<file path="src/rtl/riscv_main_control.sv">
// riscv_main_control
// Combinational main control unit for a single-cycle RV32I core. Decodes the
// opcode (inst[6:0]) together with the funct3/funct7 fields supplied by the
// datapath into register-file, memory, immediate, ALU and PC-select controls.
//
// Ports:
//   clk, rst    : clock and synchronous active-high reset; no state is held,
//                 so neither affects the outputs.
//   inst        : current instruction; only the opcode field is decoded.
//   funct3      : instruction funct3 field (inst[14:12]).
//   funct7      : instruction funct7 field (inst[31:25]); only bit 5 is used.
//   Zero        : ALU result-is-zero flag, used for BEQ/BNE resolution.
//   RegWrite_E  : register-file write enable.
//   ImmSrc      : immediate format (I/S/B/U/J).
//   ALUSrc      : ALU operand B select (0 = rs2, 1 = immediate).
//   MemWrite_E  : data-memory write enable.
//   ResultSrc   : writeback select (ALU / memory / PC+4 / immediate).
//   PCSrc       : next-PC select (0 = PC+4, 1 = PC+immediate).
//   ALUControl  : ALU operation code.
module riscv_main_control (
   input  logic        clk,
   input  logic        rst,
   input  logic [31:0] inst,
   input  logic [2:0]  funct3,
   input  logic [6:0]  funct7,
   input  logic        Zero,
   output logic        RegWrite_E,
   output logic [2:0]  ImmSrc,
   output logic        ALUSrc,
   output logic        MemWrite_E,
   output logic [1:0]  ResultSrc,
   output logic        PCSrc,
   output logic [3:0]  ALUControl
);

   localparam logic [6:0] OP_R      = 7'b0110011;
   localparam logic [6:0] OP_I_ALU  = 7'b0010011;
   localparam logic [6:0] OP_LOAD   = 7'b0000011;
   localparam logic [6:0] OP_STORE  = 7'b0100011;
   localparam logic [6:0] OP_BRANCH = 7'b1100011;
   localparam logic [6:0] OP_JAL    = 7'b1101111;
   localparam logic [6:0] OP_LUI    = 7'b0110111;

   localparam logic [2:0] IMM_I = 3'b000;
   localparam logic [2:0] IMM_S = 3'b001;
   localparam logic [2:0] IMM_B = 3'b010;
   localparam logic [2:0] IMM_U = 3'b011;
   localparam logic [2:0] IMM_J = 3'b100;

   localparam logic [1:0] RES_ALU = 2'b00;
   localparam logic [1:0] RES_MEM = 2'b01;
   localparam logic [1:0] RES_PC4 = 2'b10;
   localparam logic [1:0] RES_IMM = 2'b11;

   localparam logic [3:0] ALU_ADD  = 4'b0000;
   localparam logic [3:0] ALU_SUB  = 4'b0001;
   localparam logic [3:0] ALU_AND  = 4'b0010;
   localparam logic [3:0] ALU_OR   = 4'b0011;
   localparam logic [3:0] ALU_XOR  = 4'b0100;
   localparam logic [3:0] ALU_SLL  = 4'b0101;
   localparam logic [3:0] ALU_SRL  = 4'b0110;
   localparam logic [3:0] ALU_SRA  = 4'b0111;
   localparam logic [3:0] ALU_SLT  = 4'b1000;
   localparam logic [3:0] ALU_SLTU = 4'b1001;
   localparam logic [3:0] ALU_NONE = 4'b1111;

   logic [6:0] opcode;
   logic [3:0] alu_i;
   logic [3:0] alu_r;

   // Inputs kept only for interface uniformity.
   logic unused_inputs;
   assign unused_inputs = ^{clk, rst, inst[31:7], funct7[6], funct7[4:0]};

   assign opcode = inst[6:0];

   // Immediate-class ALU decode; funct7[5] only distinguishes SRAI from SRLI.
   always_comb begin
      alu_i = ALU_ADD;
      unique case (funct3)
         3'b000: alu_i = ALU_ADD;
         3'b001: alu_i = ALU_SLL;
         3'b010: alu_i = ALU_SLT;
         3'b011: alu_i = ALU_SLTU;
         3'b100: alu_i = ALU_XOR;
         3'b101: alu_i = funct7[5] ? ALU_SRA : ALU_SRL;
         3'b110: alu_i = ALU_OR;
         3'b111: alu_i = ALU_AND;
         default: alu_i = ALU_ADD;
      endcase
   end

   // Register class adds SUB on funct3=000; ADDI has no such variant.
   assign alu_r = ((funct3 == 3'b000) && funct7[5]) ? ALU_SUB : alu_i;

   always_comb begin
      RegWrite_E = 1'b0;
      ImmSrc     = IMM_I;
      ALUSrc     = 1'b0;
      MemWrite_E = 1'b0;
      ResultSrc  = RES_ALU;
      PCSrc      = 1'b0;
      ALUControl = alu_i;
      case (opcode)
         OP_R: begin
            RegWrite_E = 1'b1;
            ALUControl = alu_r;
         end
         OP_I_ALU: begin
            RegWrite_E = 1'b1;
            ALUSrc     = 1'b1;
         end
         OP_LOAD: begin
            RegWrite_E = 1'b1;
            ALUSrc     = 1'b1;
            ResultSrc  = RES_MEM;
            ALUControl = ALU_ADD;
         end
         OP_STORE: begin
            ImmSrc     = IMM_S;
            ALUSrc     = 1'b1;
            MemWrite_E = 1'b1;
            ResultSrc  = RES_MEM;
            ALUControl = ALU_ADD;
         end
         OP_BRANCH: begin
            ImmSrc     = IMM_B;
            ALUControl = ALU_XOR;
            // XOR result is zero exactly when the operands are equal.
            if (funct3 == 3'b000) begin
               PCSrc = Zero;
            end else if (funct3 == 3'b001) begin
               PCSrc = ~Zero;
            end
         end
         OP_JAL: begin
            RegWrite_E = 1'b1;
            ImmSrc     = IMM_J;
            ALUSrc     = 1'b1;
            ResultSrc  = RES_PC4;
            PCSrc      = 1'b1;
            ALUControl = ALU_NONE;
         end
         OP_LUI: begin
            RegWrite_E = 1'b1;
            ImmSrc     = IMM_U;
            ALUSrc     = 1'b1;
            ResultSrc  = RES_IMM;
            ALUControl = ALU_NONE;
         end
         default: begin
         end
      endcase
   end

endmodule

</file>
<file path="config.mk">
export PLATFORM = sky130hd
export DESIGN_NAME = riscv_main_control
export DESIGN_NICKNAME = d
export VERILOG_FILES = /design/src/rtl/riscv_main_control.sv
export SDC_FILE = /design/constraint.sdc
export NUM_CORES = 1
export LEC_CHECK = 0
export CORE_MARGIN = 2
export CORE_UTILIZATION = 23
export DETAILED_ROUTE_END_ITERATION = 8
export GPL_TIMING_DRIVEN = 0
export PLACE_DENSITY = 0.87
export REMOVE_ABC_BUFFERS = 1
export SYNTH_ARGS = -nofsm -noshare
export SYNTH_HDL_FRONTEND = slang
export SYNTH_SLANG_ARGS = --single-unit
</file>
<file path="constraint.sdc">
create_clock -name vclk -period 3.45
set_input_delay 0.69 -clock vclk [all_inputs]
set_output_delay 0.69 -clock vclk [all_outputs]
set_load 0.01 [all_outputs]
</file>
# Yosys cells after proc, flatten, opt, wreduce, memory -nomap -nowiden
# Cells that the tools add are included.
# totals
ff_bits,0
inputBits,45
output_inout_bits,13
wordCells,33
# op_classes
n_eq_ne,14
n_mux,12
n_bitwise,1
reduce_logical,6
# op_table
cell,n
case mux 4 bit (8 select lines),1
== test 7 x 6 -> 1 bit (second input constant),3
case mux 4 bit (4 select lines),1
== test 7 bit (second input constant),2
== test 3 bit (second input constant),4
case mux 3 bit (4 select lines),1
OR reduction 5 bit,2
== test 7 x 2 -> 1 bit (second input constant),1
== test 7 x 5 -> 1 bit (second input constant),1
== test 3 x 2 -> 1 bit (second input constant),2
2-to-1 mux 1 bit,6
case mux 2 bit (3 select lines),1
2-to-1 mux 4 bit,1
OR reduction 2 bit,2
== test 3 x 1 -> 1 bit (second input constant),1
zero test 3 bit,1
case mux 1 bit (2 select lines),1
logical AND 1 bit,1
inverter 1 bit,1

# Depth between registers and ports, before layout
# Gate-level depths: netlist of run 1.
# depth
depth_word,4
ltp_mapped,5

# Worst setup path before layout of run 1
# OpenSTA, ideal clock, no wires.
# synth_path
path_type,in2out
from,in inst[3]
to,out ALUControl[0]
arrival_time_ns,1.960
setup_slack_ns,0.800
stages,4
path_buffers,1
path_cell_list,buf_6 -> or3_4 -> or4_1 -> a31oi_1
# synth_via
elab_chain_len,3
elab_cells_between_ends,9
classes_between,eq/ne (6); mux (1); reduce/logical (2)
# synth_rtl
item,line,source
from (decl),23,"input logic [31:0] inst,"
"== test 7 x 6 -> 1 bit, or another cell as far along",104,case (opcode)
OR reduction 2 bit (no line),--,
case mux 4 bit (4 select lines) *,104,
to (decl),33,output logic [3:0] ALUControl
# Every way passes the cells marked *; elsewhere a longest branch is shown, timed or not.

# Final worst setup path of run 1
# layout_path
from,in inst[5]
to,out ALUControl[3]
# The elaborated chain is that of the path after synthesis.

==> reports/results.ini, run 1 <==
[sta]
min_period_ns=3.319
final_hold_viol_count=0
whs_ns=2.281
rsz0062_at_grt=no
timing.final.crit_share_pct=96.22
maxSlewHeadroom_pct=75.28
slew_violations=0
worst-slew-pin-transition_ns=0.3680
final.setup.tns_ns=0
max_freq_ghz=0.3013
finalSetupViolations=0

[yosys]
yosysMostFrequentCell=nand2_1
netlist_area_sq_um=322.8
synthDistinctLibCells=29
synth_commonest_cells=nand2_1 (6), nor2_1 (5), a21oi_1 (4)
yosys.area.top_type=mux2_2
ys_seq_area_share_pct=0
yosys_warnings=0
post_synth.cell_area_avg_sq_um=6.208
yosys-top-cells-area=mux2_2 (7.0%), nand2_1 (7.0%), a21oi_1 (6.2%)
synthesis.instances=52
synth_top_area_share_pct=6.977

[routing]
wl_per_cell_um=11.52
wirelength_um=1025
drc=0
viasPerCell=5.146
drtIter0Drc=6
vias=458
drtPass1Iterations=4
drtAntennaViolNets=0

[layout]
seqCellArea_sq_um=0
antenna_cells=0
final_nets=121
seq_cell_count=0
fin_cells=89
post-route-util_pct=44.04
drive_above_1_share_pct=12.16
syn_to_final_growth_pct=77.52
final.clkbuf_count=0

[place]
gp_congestion=0.8045
dp.cells=89
portBuffers=25

[critical_path]
cp_data_required_time_ns=2.76
worst_ep_arrival_time_ns=2.63
cp_max_fo=8
cp-start-kind=primary input
endpoint_kind=output port
crit_type=primary input to output port

[hold_path]
hold-path-endpoint=ALUControl[0]
hold_path.startpoint=inst[4]
hold_class=primary input to output port
worst_hold_path.num_cells=4

[pwr]
ir_drop_mv=0.03820
p_leak_nw=0.2076
pwr_density_cell_mw_per_mm2=95.41

[floorplanning]
initial_core_util_pct=24.81
io_pins=58
dieArea_sq_mm=0.001719
fp-row-count=13
coreArea_sq_mm=0.001301
die-height_um=41.47
die_x_um=41.47

[global_routing]
track_usage_pct=10.89
antenna_found_initial=0
overflow=0
grt_pass1_vias=409
grt_pass1_wl_um=1642
grt_max_degree=12

[run_status]
outcome=finished, final reports clean

[flow_run]
drv_cap=0

[clock_network]
cts_setup_buffers=0

==> metrics by stage <==
| stage | power (mW) | area, sq um | worst slack, ns |
|---|---|---|---|
| 6_report | 0.05467 | 573.1 | 0.1305 |
| 5_1_grt | 0.05954 | 573.1 | 0.05134 |
| 4_1_cts | 0.05484 | 573.1 | 0.1280 |
| 3_5_place_dp | 0.05605 | 571.8 | -0.2223 |
| 3_3_place_gp | 0.05457 | 571.8 | -0.2200 |
| 2_1_floorplan | 0.02234 | 302.8 | 0.8886 |
==> critical path, stage by stage <==
cell             delay, ns
clkdlybuf4s50_1       0.59
nand3_1               0.21
or3b_4                0.44
a21oi_1               0.14
clkdlybuf4s50_1       0.55
==> cell usage in the layout, fill, tap and decap left out <==
master / synthesis / final
a21oi_1: 4 / 4
a22oi_1: 1 / 1
a31o_2: 1 / 1
a31oi_1: 1 / 1
and2_1: 1 / 1
and3b_1: 1 / 1
clkdlybuf4s50_1: 0 / 20
dlygate4sd2_1: 0 / 5
inv_1: 1 / 1
mux2_2: 2 / 2
nand2_1: 6 / 6
nand2b_1: 3 / 2
nand2b_4: 0 / 1
nand3_1: 2 / 2
nor2_1: 5 / 5
nor2b_1: 2 / 2
nor3_1: 3 / 3
nor4_1: 2 / 2
o21ai_0: 3 / 3
o22a_2: 1 / 1
o22ai_1: 1 / 1
o32ai_1: 1 / 1
or2_2: 1 / 1
or2b_2: 1 / 1
or3_1: 1 / 1
or3_4: 1 / 1
or3b_4: 1 / 1
or4_1: 1 / 1
xor2_1: 2 / 2
==> kinds of logic after synthesis <==
logic type | share of synthesized area [%]
XOR/XNOR | 5.427
multiplexers | 6.976
AND/OR/NAND/NOR | 54.65
buffers and inverters | 7.360
AO/OA/AOI/OAI | 25.58
==> worst max path at each step <==
stage	from	end	slack, ns	cells past startpoint
5_1_grt	inst[5]	ALUControl[3]	0.05	5
4_1_cts	inst[5]	ALUControl[3]	0.13	5
3_5_place_dp	inst[2]	ALUControl[0]	-0.22	5
3_3_place_gp	inst[2]	ALUControl[0]	-0.22	5
2_1_floorplan	inst[1]	ALUControl[0]	0.89	4
6_report	inst[5]	ALUControl[3]	0.13	5
==> per-layer routing <==
metal,routed length (um),global-route usage (%)
met5,0,0
met4,0,0
met3,64,1.739
met2,485,20.94
met1,475,13.25
==> where the power goes <==
group / leakage, nW / internal (mW) / switching [mW]
Combinational: 0.208 / 0.0298 / 0.0249
Sequential: 0 / 0 / 0
Clock: 0 / 0 / 0
Total: 0.208 / 0.0298 / 0.0249
==> cell type report <==
cell class                 count  area (sq um)
tap                           15         18.77
timing repair buffer          25         244.0
multi-input combinational     48         306.5
fill                         157         728.2
inverter                       1         3.754
==> what timing repair did <==
action                                  4_1_cts  5_1_grt
hold buffers                                  0        0
gates resized for setup                       6        0
endpoints found under the setup margin        4        0
Note: power is estimated with default switching activity, not from simulation.
==> run 2, diff against run 1 <==
ABC_CLOCK_PERIOD_IN_PS = 3450   (was default)
==> results of run 2 <==
The final DEF is identical to that of run 1; final timing and power are the same.
